--- src/rtl/change_dispenser.sv ---
// Payout controller: vends the item once, then ejects change largest coin first.
// Optional CHANGE_DISPENSER_AUDIT_EN adds lifetime audit_cents/audit_vends outputs.
module change_dispenser #(
   parameter int PULSE_CYCLES   = 4,
   parameter int TIMEOUT_CYCLES = 1000
) (
   input  logic       clock,
   input  logic       reset,
   input  logic       load,
   input  logic [2:0] item_dispensed,
   input  logic       change_dollar,
   input  logic [1:0] change_quarters,
   input  logic [3:0] change_dimes,
   input  logic [4:0] change_nickels,
   output logic       vend_valid,
   output logic [2:0] vend_item,
   input  logic       vend_ack,
   output logic [3:0] coin_eject,
   input  logic       coin_sensed,
   output logic       busy,
   output logic       done,
   output logic       fault,
   output logic [7:0] coins_paid
`ifdef CHANGE_DISPENSER_AUDIT_EN
   ,
   output logic [15:0] audit_cents,
   output logic [7:0]  audit_vends
`endif
);

   localparam int PW = (PULSE_CYCLES > 1) ? $clog2(PULSE_CYCLES) : 1;
   localparam int TW = $clog2(TIMEOUT_CYCLES + PULSE_CYCLES + 1);
   localparam logic [PW-1:0] P_LAST = PW'(PULSE_CYCLES - 1);
   localparam logic [TW-1:0] T_LAST = TW'(TIMEOUT_CYCLES - 1);

   typedef enum logic [2:0] {
      IDLE, VEND, PICK, PULSE, WAIT, DONE, FAULT
   } state_t;

   state_t          state;
   logic            n_dollar;
   logic [1:0]      n_quarter;
   logic [3:0]      n_dime;
   logic [4:0]      n_nickel;
   logic [1:0]      sel;
   logic            sense_hold;
   logic [PW-1:0]   pcnt;
   logic [TW-1:0]   tcnt;
   logic [1:0]      pick_sel;
   logic            pick_any;
   logic            take;
   logic [7:0]      value;

   always_comb begin
      pick_any = 1'b1;
      pick_sel = 2'd0;
      if (n_dollar)
         pick_sel = 2'd3;
      else if (n_quarter != '0)
         pick_sel = 2'd2;
      else if (n_dime != '0)
         pick_sel = 2'd1;
      else if (n_nickel == '0)
         pick_any = 1'b0;
   end

   always_comb begin
      value = 8'd5;
      unique case (sel)
         2'd3: value = 8'd100;
         2'd2: value = 8'd25;
         2'd1: value = 8'd10;
         2'd0: value = 8'd5;
      endcase
   end

   // A sense latched during the pulse is credited as the pulse ends.
   assign take = (state == PULSE && pcnt == P_LAST &&
                  (sense_hold || coin_sensed)) ||
                 (state == WAIT && coin_sensed);

`ifdef CHANGE_DISPENSER_AUDIT_EN
   logic [16:0] audit_sum;
   assign audit_sum = {1'b0, audit_cents} + {9'd0, value};
`endif

   always_ff @(posedge clock) begin
      if (reset) begin
         state      <= IDLE;
         n_dollar   <= 1'b0;
         n_quarter  <= '0;
         n_dime     <= '0;
         n_nickel   <= '0;
         sel        <= '0;
         sense_hold <= 1'b0;
         pcnt       <= '0;
         tcnt       <= '0;
         vend_valid <= 1'b0;
         vend_item  <= '0;
         coin_eject <= '0;
         busy       <= 1'b0;
         done       <= 1'b0;
         fault      <= 1'b0;
         coins_paid <= '0;
`ifdef CHANGE_DISPENSER_AUDIT_EN
         audit_cents <= '0;
         audit_vends <= '0;
`endif
      end else begin
         case (state)
            IDLE: begin
               if (load) begin
                  n_dollar   <= change_dollar;
                  n_quarter  <= change_quarters;
                  n_dime     <= change_dimes;
                  n_nickel   <= change_nickels;
                  coins_paid <= '0;
                  busy       <= 1'b1;
                  tcnt       <= '0;
                  if (item_dispensed <= 3'd5) begin
                     vend_valid <= 1'b1;
                     vend_item  <= item_dispensed;
                     state      <= VEND;
                  end else begin
                     state <= PICK;
                  end
               end
            end
            VEND: begin
               if (vend_ack) begin
                  vend_valid <= 1'b0;
                  state      <= PICK;
               end else if (tcnt == T_LAST) begin
                  vend_valid <= 1'b0;
                  fault      <= 1'b1;
                  state      <= FAULT;
               end else begin
                  tcnt <= tcnt + 1'b1;
               end
            end
            PICK: begin
               if (pick_any) begin
                  sel        <= pick_sel;
                  coin_eject <= 4'b0001 << pick_sel;
                  pcnt       <= '0;
                  tcnt       <= '0;
                  sense_hold <= 1'b0;
                  state      <= PULSE;
               end else begin
                  done  <= 1'b1;
                  state <= DONE;
               end
            end
            PULSE: begin
               tcnt <= tcnt + 1'b1;
               if (coin_sensed)
                  sense_hold <= 1'b1;
               if (pcnt == P_LAST) begin
                  coin_eject <= '0;
                  state      <= take ? PICK : WAIT;
               end else begin
                  pcnt <= pcnt + 1'b1;
               end
            end
            WAIT: begin
               if (coin_sensed) begin
                  state <= PICK;
               end else if (tcnt == T_LAST) begin
                  fault <= 1'b1;
                  state <= FAULT;
               end else begin
                  tcnt <= tcnt + 1'b1;
               end
            end
            DONE: begin
               done  <= 1'b0;
               busy  <= 1'b0;
               state <= IDLE;
            end
            FAULT: begin
               state <= FAULT;
            end
            default: state <= IDLE;
         endcase

         // coins_paid wraps modulo 256 on a maximum payout.
         if (take) begin
            unique case (sel)
               2'd3: n_dollar  <= 1'b0;
               2'd2: n_quarter <= n_quarter - 1'b1;
               2'd1: n_dime    <= n_dime - 1'b1;
               2'd0: n_nickel  <= n_nickel - 1'b1;
            endcase
            coins_paid <= coins_paid + value;
`ifdef CHANGE_DISPENSER_AUDIT_EN
            audit_cents <= audit_sum[16] ? 16'hffff : audit_sum[15:0];
`endif
         end
`ifdef CHANGE_DISPENSER_AUDIT_EN
         if (state == VEND && vend_ack)
            audit_vends <= audit_vends + 1'b1;
`endif
      end
   end

endmodule
--- config.mk ---
export PLATFORM = sky130hd
export DESIGN_NAME = change_dispenser
export DESIGN_NICKNAME = d
export VERILOG_FILES = /design/src/rtl/change_dispenser.sv
export SDC_FILE = /design/constraint.sdc
export NUM_CORES = 1
export LEC_CHECK = 0
export ABC_AREA = 0
export BUFFER_PORTS_ARGS = -buffer_cell sky130_fd_sc_hd__buf_2
export CAP_MARGIN = 20
export CORE_ASPECT_RATIO = 1.1
export CORE_MARGIN = 8
export CORE_UTILIZATION = 50
export CTS_CLUSTER_SIZE = 25
export DETAILED_ROUTE_END_ITERATION = 10
export PLACE_DENSITY = 0.68
export SETUP_SLACK_MARGIN = 0.02
export SYNTH_ARGS = -nofsm -noshare
export SYNTH_HDL_FRONTEND = slang
export SYNTH_SLANG_ARGS = --single-unit
--- constraint.sdc ---
create_clock -name clock -period 2.5 [get_ports clock]
set_clock_uncertainty 0.05 [all_clocks]
set_input_delay 0.5 -clock clock [delete_from_list [all_inputs] [get_ports clock]]
set_output_delay 0.5 -clock clock [all_outputs]
set_load 0.03 [all_outputs]
==> results of run 1 <==
## power by group through the flow
stage          Combinational, uW  Sequential (uW)  Clock [uW]
2_1_floorplan                432              926           0
3_3_place_gp                 611              912           0
3_5_place_dp                 618              915           0
4_1_cts                      622              897         711
5_1_grt                      695              908         741
6_report                     625              898         692
## cells in the final DEF, fill, tap and decap left out, types with 4 or more instances in the layout
master     n
dfxtp_1   49
buf_2     38
a21oi_1   37
nor2_1    32
nand2_1   23
inv_1     19
ha_1      18
nand3_1   14
o21ai_0   13
nor3_1    12
buf_4     12
o31ai_1    9
a211oi_1   8
nand2b_1   8
or4_1      8
a31oi_1    6
and3_1     5
clkbuf_8   5
a311oi_1   4
a21o_1     4
nand4_1    4
a22oi_1    4
## logic make-up after synthesis
kind of cell    Yosys count  share of synthesized area (%)
mux                       3                           1.07
compound gates          118                           27.2
xor+xnor                  1                          0.301
buf+inv                  41                           6.10
flops                    49                           33.7
fa+ha+maj                19                           8.42
simple gates            126                           23.3
## through the flow
| step | hold WS (ns) | cell area, um^2 | total power [uW] | utilization (%) | setup WS (ns) |
|---|---|---|---|---|---|
| finish | 0.369 | 3330 | 2220 | 58.5 | 0.210 |
| global route | 0.368 | 3330 | 2340 | 58.5 | 0.0902 |
| floorplan | 0.402 | 2910 | 1360 | - | 0.371 |
| CTS | 0.366 | 3330 | 2230 | 58.4 | 0.163 |
| global placement | 0.396 | 3190 | 1520 | 56.0 | 0.275 |
| detailed placement | 0.405 | 3190 | 1530 | 56.0 | 0.174 |
## registers in the layout (all words and copies together), names as in the netlist
register	flops
n_dime	4
pcnt	2
sel	2
coins_paid	8
done	1
n_quarter	2
coin_eject	4
tcnt	10
vend_valid	1
fault	1
n_dollar	1
state	3
vend_item	3
sense_hold	1
busy	1
n_nickel	5
## final cells by class
type | instances | area (um^2) | share of cell area [%]
Multi-Input combinational cell | 267 | 1760 | 52.9
Sequential cell | 49 | 981 | 29.5
Timing Repair Buffer | 50 | 280 | 8.41
Tap cell | 77 | 96.3 | 2.89
Inverter | 20 | 75.1 | 2.25
Clock buffer | 5 | 68.8 | 2.07
Clock inverter | 3 | 68.8 | 2.07
## path summary, 6_finish.rpt
check	startpoint	to	cells after the start
setup reg to reg	state[1]	n_nickel[4]	5
setup / recovery	state[1]	n_nickel[4]	5
hold reg to reg	coin_eject[1]	coin_eject[1]	2
hold / removal	change_nickels[0]	n_nickel[0]	3
## metal layers
layer / share of wire, % / vias to the layer above / GRT usage, %
met2: 50 / 49 / 31.3
met1: 46 / 1326 / 21.4
li1: - / 1410 / -
met3: 3.5 / 5 / 3.76
met4: 0.99 / 0 / 6.35
met5: 0 / - / 0
## worst register-to-register path: cells and delay by family, from the launching register on
kind / cells / cell delay, ns
AOI/OAI and AO/OA: 2 / 0.62
DFF: 1 / 0.59
and+or+nand+nor: 3 / 0.96
## what timing repair did
item	in CTS	in global routing
endpoints found under the setup margin	0	1
gates resized for setup	0	2
hold buffers	0	0
setup buffers	0	0
==> impl_metrics.py, run 1 <==
metrics = {
    "grt": {
        "antenna_found_initial": 0,
        "grt_pass1_vias": 2596,
        "grt_max_degree": 25,
        "grt_usage_pct": 18.1,
        "grt_first_pass_wirelength_um": 12200,
        "globalRouteOverflowTotal": 0,
    },
    "worst_setup_path": {
        "setup.worst_path.start_class": "flop",
        "cpPeakStageDelay_ns": 0.59,
        "cpMaxStageDelayCell": "dfxtp_1",
        "cp_max_fo": 10,
        "cp.required_ns": 2.69,
        "cp_num_buf_inv": 0,
        "crit_family": "simple AND/OR/NAND/NOR gates",
        "cp.arrival_ns": 2.48,
        "r2r_slack_ns": 0.21,
        "cp-end-kind": "flop",
        "critPathKind": "flop to flop",
        "worstPathCellList": "nor2b_1, a32o_1, nand2_1, or4_1, a31oi_1",
    },
    "timing": {
        "timing.final.crit_share_pct": 91.6,
        "final.setup.tns_ns": 0,
        "hold_viol_final": 0,
        "timing.fmax_mhz": 437,
        "finalCriticalPeriod_ns": 2.29,
        "finalMaxSlewViolations": 0,
        "rsz0062_at_grt": "false",
        "setup_viol": 0,
        "slew_headroom_pct": 54.2,
        "tightestPinTransition_ns": 0.682,
    },
    "pwr": {
        "power.internal_uw": 1470,
        "comb_power_share_pct": 28.2,
        "switchingPower_uw": 744,
        "pwr-share-clk_pct": 31.2,
        "leakage_uw": 0.00139,
        "power-per-cell-area_mw_per_mm2": 665,
        "power_frac_seq_pct": 40.5,
        "vdd.ir_drop.worst_v": 0.000372,
        "swShare_pct": 33.6,
    },
    "layout": {
        "antenna_cells": 0,
        "n_fill_cell": 541,
        "area_growth_syn_to_layout_pct": 14.3,
        "drive_gt1_share_pct": 17.0,
        "final_nets": 432,
        "finalNonFillerCells": 471,
    },
    "synth": {
        "ys_seq_elements": 49,
        "syn-instance-count": 357,
        "ys_seq_area_share_pct": 33.7,
        "yosysTopAreaCell": "dfxtp_1",
        "synth_warnings": 0,
        "synth.most_common_cell": "dfxtp_1",
        "syn_area_mm2": 0.00291,
        "yosys.area.top_type_share_pct": 33.7,
        "avgSynthCellArea_um2": 8.16,
        "yosysUniqueCellTypes": 63,
        "synth_edf_count": 0,
        "yosys-top-cells-area": "dfxtp_1 (34%), ha_1 (7.7%), a21oi_1 (6.4%)",
        "synth_common_cells": "dfxtp_1 (49), a21oi_1 (37), nor2_1 (32), nand2_1 (23), inv_1 (19)",
        "async_reset_ff_share_pct": 0,
        "synth_nets": 396,
        "ys.flop_type": "dfxtp_1",
    },
    "flow_run": {
        "cap_violations": 0,
    },
    "hold_path": {
        "hold_class": "input pin to flop",
    },
    "place": {
        "place_congestion": 0.896,
        "port-buffer-count": 38,
        "place_inst": 463,
        "dpl.hpwl_um": 5240,
    },
    "clock_tree": {
        "cts_sinks": 49,
        "clock_path_buffers": 2,
        "cts_root_buf": "clkbuf_8",
        "cts_tree": "yes",
        "clock_latency_ns": 0.31,
        "cts_max_level": 2,
        "path_clk_slew_ns": 0.09,
        "cts_buffers": 5,
    },
    "floorplan": {
        "rows": 29,
        "core_area_mm2": 0.00570,
        "die_area_mm2": 0.00853,
        "die_h_um": 96.1,
        "ioPinCount": 39,
        "fp.dieW_um": 88.8,
        "initial_utilization_pct": 51.2,
    },
    "detailed_routing": {
        "routed_wl_um": 7260,
        "vias": 2790,
        "drc_errors": 0,
        "drt_iter0_markers": 130,
        "firstDrtPassIters": 4,
        "post_drt_via_cell_ratio": 5.92,
        "postRouteAntennaNets": 0,
        "wl_per_cell_um": 15.4,
    },
    "status": {
        "outcome": "complete, no violations",
    },
}
Power figures use the tool's default switching activity.
==> run 2, diff against run 1 <==
Settings changed: RECOVER_POWER from default to 100.
==> impl_metrics.py, run 2 (synthesis gave the netlist of run 1 again) <==
metrics = {
    "worst_setup_path": {
        "cp.arrival_ns": 2.49,
        "setup.worst_path.start_class": "flop",
        "critPathKind": "flop to flop",
        "cp_max_fo": 17,
        "cp-end-kind": "flop",
        "rr_worst_depth": 5,
        "cp.required_ns": 2.69,
    },
    "grt": {
        "antenna_found_initial": 0,
        "globalRouteOverflowTotal": 0,
        "grt_max_degree": 25,
        "grt_pass1_vias": 2596,
        "grt_usage_pct": 18.1,
        "grt_first_pass_wirelength_um": 12200,
    },
    "floorplan": {
        "fp.dieW_um": 88.8,
        "initial_utilization_pct": 51.2,
        "die_h_um": 96.1,
        "ioPinCount": 39,
        "die_area_mm2": 0.00853,
        "core_area_mm2": 0.00570,
        "rows": 29,
    },
    "pwr": {
        "total_power_uw": 2200,
        "power-per-cell-area_mw_per_mm2": 669,
        "comb_power_share_pct": 27.6,
        "pwr-share-clk_pct": 31.6,
        "leakage_uw": 0.00129,
        "power.internal_uw": 1460,
        "power_frac_seq_pct": 40.9,
        "swShare_pct": 33.7,
        "switchingPower_uw": 741,
        "vdd.ir_drop.worst_v": 0.000373,
    },
    "layout": {
        "final_nets": 432,
        "final_common_cell": "dfxtp_1",
        "largest_reg_flops": 10,
        "mostFrequentLayoutCells": "dfxtp_1 (49), a21oi_1 (37), nor2_1 (32)",
        "drive_gt1_share_pct": 10.9,
        "reg.largest.list": "tcnt: 10 flops, coins_paid: 8 flops, n_nickel: 5 flops",
        "area_growth_syn_to_layout_pct": 12.6,
        "antenna_cells": 0,
        "regMostFlops": "tcnt",
    },
    "timing": {
        "hold_viol_final": 0,
        "timing.fmax_mhz": 435,
        "finalCriticalPeriod_ns": 2.30,
        "finalMaxSlewViolations": 0,
        "timing.final.crit_share_pct": 92.0,
        "setup_viol": 0,
        "rsz0062_at_grt": "false",
        "tightestPinTransition_ns": 0.638,
        "final.setup.tns_ns": 0,
        "slew_headroom_pct": 57.1,
    },
    "detailed_routing": {
        "drt_iter0_markers": 146,
        "drc_errors": 0,
        "postRouteAntennaNets": 0,
        "vias": 2766,
        "firstDrtPassIters": 4,
        "wl_per_cell_um": 15.3,
        "post_drt_via_cell_ratio": 5.87,
        "routed_wl_um": 7190,
    },
    "clock_tree": {
        "path_clk_slew_ns": 0.10,
        "cts_tree": "yes",
        "ctsHoldBuffers": 0,
        "clock_path_buffers": 2,
        "cts_buffers": 5,
        "cts_setup_buffers": 0,
        "clock_latency_ns": 0.31,
        "cts_sinks": 49,
        "ctsResizeCount": 0,
        "cts_max_level": 2,
        "cts_root_buf": "clkbuf_8",
    },
    "flow_run": {
        "cap_violations": 0,
    },
    "hold_path": {
        "min_path_cells": 3,
        "hold_class": "input pin to flop",
    },
    "place": {
        "place_congestion": 0.896,
        "port-buffer-count": 38,
        "dpl.hpwl_um": 5240,
    },
    "status": {
        "outcome": "complete, no violations",
    },
}
## run 2: critical path: stages, from the launching register on
cell and delay [ns]:
dfxtp_1 0.57, clkbuf_1 0.38, nor3_1 0.21, a22o_4 0.35
or4_1 0.44, o31ai_1 0.23
## run 2: metrics by stage
step	setup WS (ns)	util [%]	area (um^2)	instances	hold WS, ns
floorplan	0.371	-	2910	357	0.402
global placement	0.275	56.0	3190	463	0.396
detailed placement	0.174	56.0	3190	463	0.405
CTS	0.163	58.4	3330	471	0.366
global route	0.0668	57.6	3280	471	0.368
finish	0.200	57.6	3280	471	0.368
## run 2: final cells by class
cell class | count | area, um^2
Clock buffer | 5 | 68.8
Clock inverter | 3 | 68.8
Fill cell | 554 | 2410
Inverter | 20 | 75.1
Multi-Input combinational cell | 267 | 1760
Sequential cell | 49 | 981
Tap cell | 77 | 96.3
Timing Repair Buffer | 50 | 236
## run 2: metal layers
| layer | track usage, % | vias to the layer above | wire length (um) |
|---|---|---|---|
| li1 | - | 1408 | - |
| met1 | 21.4 | 1304 | 3260 |
| met2 | 31.3 | 49 | 3590 |
| met3 | 3.76 | 5 | 262 |
| met4 | 6.35 | 0 | 70 |
| met5 | 0 | - | 0 |
## run 2: path summary, 6_finish.rpt
check / from / endpoint / slack [ns]
setup / recovery: state[0] / tcnt[9] / 0.20
hold / removal: change_nickels[0] / n_nickel[0] / 0.37
setup reg to reg: state[0] / tcnt[9] / 0.20
hold reg to reg: coin_eject[1] / coin_eject[1] / 0.42
## run 2: power groups by stage
stage               clock network (uW)  registers [uW]  logic (uW)
finish                             693             898         605
global route                       741             908         678
CTS                                711             897         622
detailed placement                   0             915         618
global placement                     0             912         611
floorplan                            0             926         432
==> run 3, diff against run 2 <==
Settings changed: ABC_AREA 0 to 1, MAX_ROUTING_LAYER from default to met4, SLEW_MARGIN from default to 20.
==> impl_metrics.py, run 3 <==
metrics = {
    "floorplan": {
        "core_area_mm2": 0.00570,
        "die_h_um": 95.8,
        "fp.dieW_um": 88.5,
        "rows": 29,
        "die_area_mm2": 0.00848,
        "ioPinCount": 39,
        "initial_utilization_pct": 50.8,
    },
    "worst_setup_path": {
        "cpPeakStageDelay_ns": 0.41,
        "cp.required_ns": 2.64,
        "worstPathCellList": "inv_2, nand3_2, nor2_1, nand2_1, nand2_1, nand2_1, o21ai_0, a31oi_1",
        "cp-end-kind": "flop",
        "setup.worst_path.start_class": "flop",
        "cp.arrival_ns": 2.30,
        "cp_num_buf_inv": 1,
        "critPathKind": "flop to flop",
        "cpMaxStageDelayCell": "dfxtp_1",
        "cp_max_fo": 16,
        "crit_family": "simple AND/OR/NAND/NOR gates",
        "crit_top_cell": "nand2_1",
    },
    "detailed_routing": {
        "drc_errors": 0,
        "vias": 2785,
        "wl_per_cell_um": 12.6,
        "postRouteAntennaNets": 0,
        "drt_iter0_markers": 189,
        "firstDrtPassIters": 4,
        "routed_wl_um": 6750,
        "post_drt_via_cell_ratio": 5.19,
    },
    "layout": {
        "final_cell_area_mm2": 0.00322,
        "reg.largest.list": "tcnt: 10 flops, coins_paid: 8 flops, n_nickel: 5 flops",
        "regMostFlops": "tcnt",
        "largest_reg_flops": 10,
        "antenna_cells": 0,
        "final_nets": 498,
        "drive_gt1_share_pct": 9.13,
        "mostFrequentLayoutCells": "nand2_1 (105), dfxtp_1 (49), nor2_1 (43)",
        "area_growth_syn_to_layout_pct": 11.3,
        "final_common_cell": "nand2_1",
    },
    "clock_tree": {
        "clock_latency_ns": 0.31,
        "clock_path_buffers": 2,
        "cts_setup_buffers": 0,
        "cts_sinks": 49,
        "cts_tree": "yes",
        "cts_root_buf": "clkbuf_8",
        "cts_max_level": 2,
        "cts_buffers": 5,
        "ctsHoldBuffers": 0,
        "path_clk_slew_ns": 0.09,
        "ctsResizeCount": 0,
    },
    "pwr": {
        "vdd.ir_drop.worst_v": 0.000332,
        "leakage_uw": 0.00137,
        "power-per-cell-area_mw_per_mm2": 688,
    },
    "synth": {
        "ys_seq_elements": 49,
        "avgSynthCellArea_um2": 6.84,
        "synth_nets": 462,
        "yosysUniqueCellTypes": 35,
        "synth-compound-area-share_pct": 15.4,
        "yosys-top-cells-area": "dfxtp_1 (34%), nand2_1 (13%), ha_1 (7.8%)",
        "async_reset_ff_share_pct": 0,
        "synth_warnings": 0,
        "syn-instance-count": 423,
        "muxShareOfSynthArea_pct": 0,
        "synth_edf_count": 0,
        "ys_seq_area_share_pct": 33.9,
        "synth-simple-area-share_pct": 32.0,
        "synth.most_common_cell": "nand2_1",
        "synth_xor_area_share_pct": 2.12,
        "synth_top_family_by_area": "simple AND/OR/NAND/NOR gates",
        "ys.flop_type": "dfxtp_1",
        "yosysTopAreaCell": "dfxtp_1",
        "syn_area_mm2": 0.00289,
        "synthAdderAreaFrac_pct": 8.48,
        "synth_common_cells": "nand2_1 (102), dfxtp_1 (49), nor2_1 (42), inv_1 (40), nand3_1 (39)",
        "yosys.area.top_type_share_pct": 33.9,
    },
    "grt": {
        "met3_usage_pct": 3.50,
        "antenna_found_initial": 0,
        "grt_pass1_vias": 2709,
        "gr-usage-met2_pct": 30.6,
        "grt_max_degree": 29,
        "grt_usage_pct": 17.7,
        "globalRouteOverflowTotal": 0,
        "grt_first_pass_wirelength_um": 11900,
        "grt.busiest_layer": "met2",
        "met1_usage_pct": 20.1,
    },
    "timing": {
        "rsz0062_at_grt": "false",
        "setup_slack_ns": 0.339,
        "final.setup.tns_ns": 0,
        "timing.final.crit_share_pct": 86.4,
        "setup_viol": 0,
        "finalCriticalPeriod_ns": 2.16,
        "finalMaxSlewViolations": 0,
        "timing.fmax_mhz": 463,
        "tightestPinTransition_ns": 0.639,
        "slew_headroom_pct": 57.3,
        "hold_viol_final": 0,
    },
    "place": {
        "place_area_mm2": 0.00314,
        "place_ws_ns": 0.461,
        "dpl.hpwl_um": 5030,
        "port-buffer-count": 38,
        "place_congestion": 0.886,
    },
    "hold_path": {
        "hold_class": "input pin to flop",
    },
    "status": {
        "outcome": "complete, no violations",
    },
    "flow_run": {
        "cap_violations": 0,
    },
}
-- run 3: cell types whose count changed in the layout (fill, tap and decap cells not counted), sizes merged, moves of 6 or more --
cell	before	now
o21ai	15	23
a211oi	9	1
and3	6	0
o31ai	9	0
xor2	0	7
nor3	14	5
or4	8	0
nand2	23	105
nor2	32	45
nand2b	8	0
nand3	14	42
inv	21	46
-- run 3: final timing paths --
kind | cells after the start | start | slack, ns | endpoint
worst max-delay path | 8 | state[2] | 0.34 | n_nickel[3]
worst min-delay path | 3 | item_dispensed[0] | 0.39 | vend_item[0]
worst max register to register | 8 | state[2] | 0.34 | n_nickel[3]
worst min register to register | 2 | done | 0.42 | done
-- run 3: layout make-up --
cell class | count | area (um^2)
Fill cell | 617 | 2480
Inverter | 46 | 173
Tap cell | 77 | 96.3
Multi-Input combinational cell | 316 | 1660
Sequential cell | 49 | 981
Clock inverter | 2 | 37.5
Timing Repair Buffer | 41 | 189
Clock buffer | 6 | 82.6
-- run 3: kinds of logic after synthesis --
family,Yosys count
AOI/OAI and AO/OA,80
xor gates and xnor gates,7
adders and majority gates,19
buffers and inverters,58
DFF,49
and+or+nand+nor,210
-- run 3: per-layer routing --
layer / routed length (um) / part of all wire (%) / up-vias
li1: - / - / 1468
met1: 3070 / 46 / 1254
met2: 3230 / 48 / 55
met3: 366 / 5.4 / 8
met4: 78 / 1.2 / 0
met5: 0 / 0 / -
-- run 3: power by group --
| part | switching (uW) | leakage [uW] | internal, uW |
|---|---|---|---|
| logic | 473 | 0.000914 | 219 |
| clock network | 281 | 0.0000574 | 326 |
| registers | 61.4 | 0.000399 | 854 |
| total | 815 | 0.00137 | 1400 |
-- run 3: tightest hold or removal path: stages --
cell and delay (ns):
buf_2 0.07, o21ai_0 0.07, nor2_1 0.07
-- run 3: stage by stage --
step | power (uW) | hold WS, ns | utilization (%) | cells
3_3_place_gp | 1640 | 0.397 | 55.1 | 529
3_5_place_dp | 1650 | 0.410 | 55.1 | 529
5_1_grt | 2380 | 0.412 | 56.5 | 537
6_report | 2210 | 0.387 | 56.5 | 537
2_1_floorplan | 1480 | 0.393 | - | 423
4_1_cts | 2260 | 0.378 | 57.2 | 537
